===== src/rtl/rr_mux.sv =====
// rr_mux: N-input, W-bit arbitrated merge point with one registered output stage.
// Selection is round-robin (MODE 0) or fixed lowest-index priority (MODE 1).
module rr_mux #(
   parameter int unsigned W    = 32,
   parameter int unsigned N    = 4,
   parameter int unsigned MODE = 0,
   localparam int unsigned SW  = (N > 1) ? $clog2(N) : 1
) (
   input  logic             clk,
   input  logic             rst,
   input  logic [N*W-1:0]   in_data,
   input  logic [N-1:0]     in_valid,
   output logic [N-1:0]     in_ready,
   output logic [W-1:0]     out_data,
   output logic [SW-1:0]    out_sel,
   output logic             out_valid,
   input  logic             out_ready
);

   logic [SW-1:0] ptr;
   logic [N-1:0]  mask_c;
   logic [N-1:0]  hi_c;
   logic [N-1:0]  pool_c;
   logic [N-1:0]  grant_c;
   logic [SW-1:0] gidx_c;
   logic [SW-1:0] ptr_nxt_c;
   logic [W-1:0]  sel_data_c;
   logic          any_c;
   logic          load_c;

   // Output register can take a word when empty or being drained this cycle.
   assign load_c = ~out_valid | out_ready;
   assign any_c  = |in_valid;

   // Grant: lowest requester at or above ptr, else wrap to lowest requester overall.
   // In fixed-priority mode the mask is empty, so this reduces to lowest index.
   always_comb begin
      mask_c  = '0;
      grant_c = '0;
      gidx_c  = '0;
      for (int unsigned i = 0; i < N; i++) begin
         mask_c[i] = (MODE == 0) && (SW'(i) >= ptr);
      end
      hi_c   = in_valid & mask_c;
      pool_c = (|hi_c) ? hi_c : in_valid;
      for (int unsigned i = 0; i < N; i++) begin
         if (pool_c[i] && (grant_c == '0)) begin
            grant_c[i] = 1'b1;
            gidx_c     = SW'(i);
         end
      end
   end

   // One-hot AND-OR select of the granted channel's word.
   always_comb begin
      sel_data_c = '0;
      for (int unsigned i = 0; i < N; i++) begin
         if (grant_c[i]) begin
            sel_data_c = in_data[i*W +: W];
         end
      end
   end

   // Next pointer: one past the granted channel, wrapping after N-1; fixed priority keeps 0.
   always_comb begin
      ptr_nxt_c = '0;
      if (MODE == 0) begin
         ptr_nxt_c = (gidx_c == SW'(N - 1)) ? '0 : gidx_c + SW'(1);
      end
   end

   // Handshake back to the requesters; nothing is accepted while in reset.
   assign in_ready = grant_c & {N{load_c & ~rst}};

   // Output stage and arbitration pointer.
   always_ff @(posedge clk or posedge rst) begin
      if (rst) begin
         out_data  <= '0;
         out_sel   <= '0;
         out_valid <= 1'b0;
         ptr       <= '0;
      end else if (load_c) begin
         out_valid <= any_c;
         if (any_c) begin
            out_data <= sel_data_c;
            out_sel  <= gidx_c;
            ptr      <= ptr_nxt_c;
         end
      end
   end

endmodule


===== config.mk =====
export PLATFORM = sky130hd
export DESIGN_NAME = rr_mux
export DESIGN_NICKNAME = d
export VERILOG_FILES = /design/src/rtl/rr_mux.sv
export SDC_FILE = /design/constraint.sdc
export NUM_CORES = 1
export LEC_CHECK = 0
export ABC_CLOCK_PERIOD_IN_PS = 2400
export CAP_MARGIN = 20
export CORE_MARGIN = 3
export CORE_UTILIZATION = 55
export DETAILED_ROUTE_END_ITERATION = 6
export DONT_BUFFER_PORTS = 1
export GPL_TIMING_DRIVEN = 1
export PLACE_DENSITY = 0.68
export SKIP_LAST_GASP = 1
export SLEW_MARGIN = 20
export SYNTH_ARGS = -nofsm -noshare
export SYNTH_HDL_FRONTEND = slang
export SYNTH_SLANG_ARGS = --single-unit

===== constraint.sdc =====
create_clock -name clk -period 2.4 [get_ports clk]
set_input_delay 0.24 -clock clk [delete_from_list [all_inputs] [get_ports clk]]
set_output_delay 0.24 -clock clk [all_outputs]
set_load 0.02 [all_outputs]

==> impl_metrics.yaml <==
final_layout:
  syn2layout_area_growth_pct: 5.885
  seq_area_sq_um: 925.9
  finish.net_count: 450
  layout.cells.non_filler: 384
  multi_input_area_sq_um: 1637
  nFillCells: 441
  final_layout_size_suffix_gt1_share_pct: 11.71
grt:
  grtUsageTotal_pct: 31.12
  grt_pass1_wl_microns: 14990
  grt_pass1_vias: 2783
  grt_max_degree: 38
  antenna_found_initial: 1
  overflow: 0
power_and_ir_drop:
  max-vdd-ir-drop_mv: 0.5018
  p_int_mw: 1.281
  p_per_area_nw_per_um2: 779.5
  clock_power_share_pct: 19.3
  p_sw_mw: 0.9999
  sw_frac_of_total_pct: 43.83
  combinationalPowerShare_pct: 32.9
  p_seq_share_pct: 47.7
  leakage_nw: 1.163
run_status:
  status: "completed"
logic_synthesis:
  syn_area_per_cell_sq_um: 8.401
  syn_nets: 464
  synth-seq-cells: 37
  synth_edf_count: 0
  ys_seq_area_share_pct: 33.50
  async_reset_ff_share_pct: 100.0
  syn_area_sq_um: 2764
  yosysUniqueCellTypes: 39
  synth_top_flop_cell: "dfrtp_1"
  syn_inst: 329
  synth_warnings: 0
worst_hold_path:
  min_path_type: "in2reg"
clock_network:
  cts-root-buf: "clkbuf_8"
  cts_tree: "yes"
  path_clk_slew_ns: 0.08
  h-tree-depth: 2
  cts_made_buffers: 5
  cts.path.max_buffers: 2
  clock_latency_ns: 0.29
  cts.sinks: 37
  cts_resized: 0
routing:
  firstDrtPassIters: 5
  via_count: 2892
  wl_microns: 9495
  drt_iter0_drc: 318
  wl_per_cell_microns: 24.73
  ant_nets: 0
  drcViolationCount: 0
  vias_per_cell: 7.531
floorplanning:
  core_sq_um: 4786
  initial_core_util_pct: 57.75
  rows: 25
  die_area_sq_um: 5912
  die_w_microns: 76.89
  boundaryPins: 174
  die_height_microns: 76.89
timing:
  grt_setup_unrepaired: "no"
  hold_viol: 0
  post-route-min-period_ns: 2.202
  period_share_pct: 91.76
  maxSlewHeadroom_pct: 65.94
  setup_viol: 0
  maxSlewViolCount: 0
  fmax_mhz: 454.1
  finClkSkew_ns: 0.006710
  worst_pin_slew_ns: 0.5109
  tns_ns: 0
setup_path:
  worstSetupStartpointType: "flip-flop"
  worstSetupPathType: "reg2out"
  required_ns: 2.16
  crit_path_end_kind: "output port"
  path_max_fanout: 11
  arrival_ns: 1.96
job:
  max_cap_violations: 0
placement:
  gp_congestion: 0.8621
  port_buffers: 0
  place_inst: 374
  hpwl_microns: 6378
-- routing by layer --
metal / global-route usage [%] / wire length (microns)
met1: 41.78 / 3737
met4: 8.333 / 189
met5: 0 / 0
met2: 50.09 / 4577
met3: 7.512 / 991
-- layout make-up --
type | instances | area share, %
Antenna cell | 1 | 0.08551
Tap cell | 67 | 2.864
Clock buffer | 5 | 2.351
Inverter | 1 | 0.1283
Timing Repair Buffer | 23 | 6.413
Sequential cell | 37 | 31.64
Clock inverter | 3 | 0.5985
Multi-Input combinational cell | 247 | 55.92
-- kinds of logic (layout without fill, tap and decap cells) --
kind of cell	Yosys count	after routing	share of synthesized area (%)
xor gates and xnor gates	1	1	0.3169
DFF	37	37	33.50
buffers and inverters	45	32	8.013
AOI/OAI and AO/OA	154	154	42.37
other	0	1	0
and+or+nand+nor	92	92	15.80
-- cells in the mapped netlist, types with 2 or more instances --
library cell | number | share of area (%)
a21oi_1 | 24 | 4.3
nand2b_1 | 2 | 0.45
o41ai_1 | 9 | 2.9
buf_4 | 3 | 0.81
nor3_1 | 3 | 0.54
dfrtp_1 | 37 | 33
a21o_1 | 9 | 2.4
o21ai_0 | 2 | 0.36
nor2_1 | 26 | 3.5
a221oi_1 | 23 | 7.3
o31ai_1 | 23 | 6.2
clkbuf_1 | 21 | 2.9
a31oi_1 | 11 | 2.5
buf_1 | 2 | 0.27
buf_6 | 3 | 1.2
a22oi_1 | 9 | 2.4
a32oi_1 | 32 | 10
and3_1 | 24 | 5.4
nand2_1 | 29 | 3.9
buf_2 | 15 | 2.7
nor2b_1 | 4 | 0.91
-- power by group through the flow --
stage	registers (mW)	logic, mW	clock network, mW
2_1_floorplan	1.04	0.597	0
3_3_place_gp	1.09	0.727	0
3_5_place_dp	1.10	0.742	0
4_1_cts	1.09	0.743	0.444
5_1_grt	1.10	0.834	0.476
6_report	1.09	0.751	0.441
-- state kept, by name (all words and copies together) (netlist names) --
name / cells
out_sel: 2
ptr: 2
out_valid: 1
out_data: 32
-- final timing paths --
| check | startpoint | slack, ns | cells past startpoint | to |
|---|---|---|---|---|
| worst min-delay path | in_valid[2] | 0.07 | 2 | out_valid$_DFFE_PP0N_ |
| max in group asynchronous | rst | 1.50 | 3 | out_data[29]$_DFFE_PP0P_ |
| worst min register to register | out_data[24]$_DFFE_PP0P_ | 0.64 | 2 | out_data[24]$_DFFE_PP0P_ |
| min in group asynchronous | rst | 0.53 | 3 | out_valid$_DFFE_PP0N_ |
| worst max-delay path | ptr[0]$_DFFE_PP0P_ | 0.20 | 5 | in_ready[3] |
| worst max register to register | ptr[0]$_DFFE_PP0P_ | 0.44 | 5 | out_data[31]$_DFFE_PP0P_ |
-- critical path, cell delays in order, from the launching register on --
cell	delay, ns
dfrtp_1	0.54
nand2_1	0.14
a21boi_2	0.44
nand2_1	0.18
nor3_1	0.21
buf_4	0.17
-- cells in the final DEF, fill, tap and decap left out, drive strengths merged --
cell / n
o21ba: 1
a211oi: 1
nor2: 26
a21bo: 1
o31ai: 24
a21o: 9
nor3b: 1
dlygate4sd3: 1
nor4: 1
o41ai: 9
nor2b: 4
xnor2: 1
nand2: 29
o31a: 1
a31oi: 11
clkinv: 2
a22oi: 9
o21ai: 4
buf: 22
inv: 1
clkbuf: 5
and2: 1
dfrtp: 37
o22a: 1
o211a: 1
a32oi: 32
nor3: 3
or4: 1
a221oi: 23
nand2b: 2
a21oi: 24
diode: 1
a21boi: 2
o21bai: 1
and3: 24
clkinvlp: 1
-- stage by stage --
step                      utilization, %  hold WS, ns  worst slack, ns  area, sq um  power (mW)
final                              61.15      0.07149           0.1978         2927       2.281
after global routing               61.15      0.07057         0.008694         2927       2.415
after CTS                          61.10      0.06925           0.2122         2924       2.274
after detailed placement           59.09       0.2979           0.4492         2828       1.841
after global placement             59.09       0.3004           0.4906         2828       1.820
after floorplan                        -       0.3659           0.3734         2764       1.639
-- timing repair --
item	4_1_cts	5_1_grt
endpoints found under the hold margin	37	0
hold buffers	1	0
setup buffers	0	0
Power figures use the tool's default switching activity.
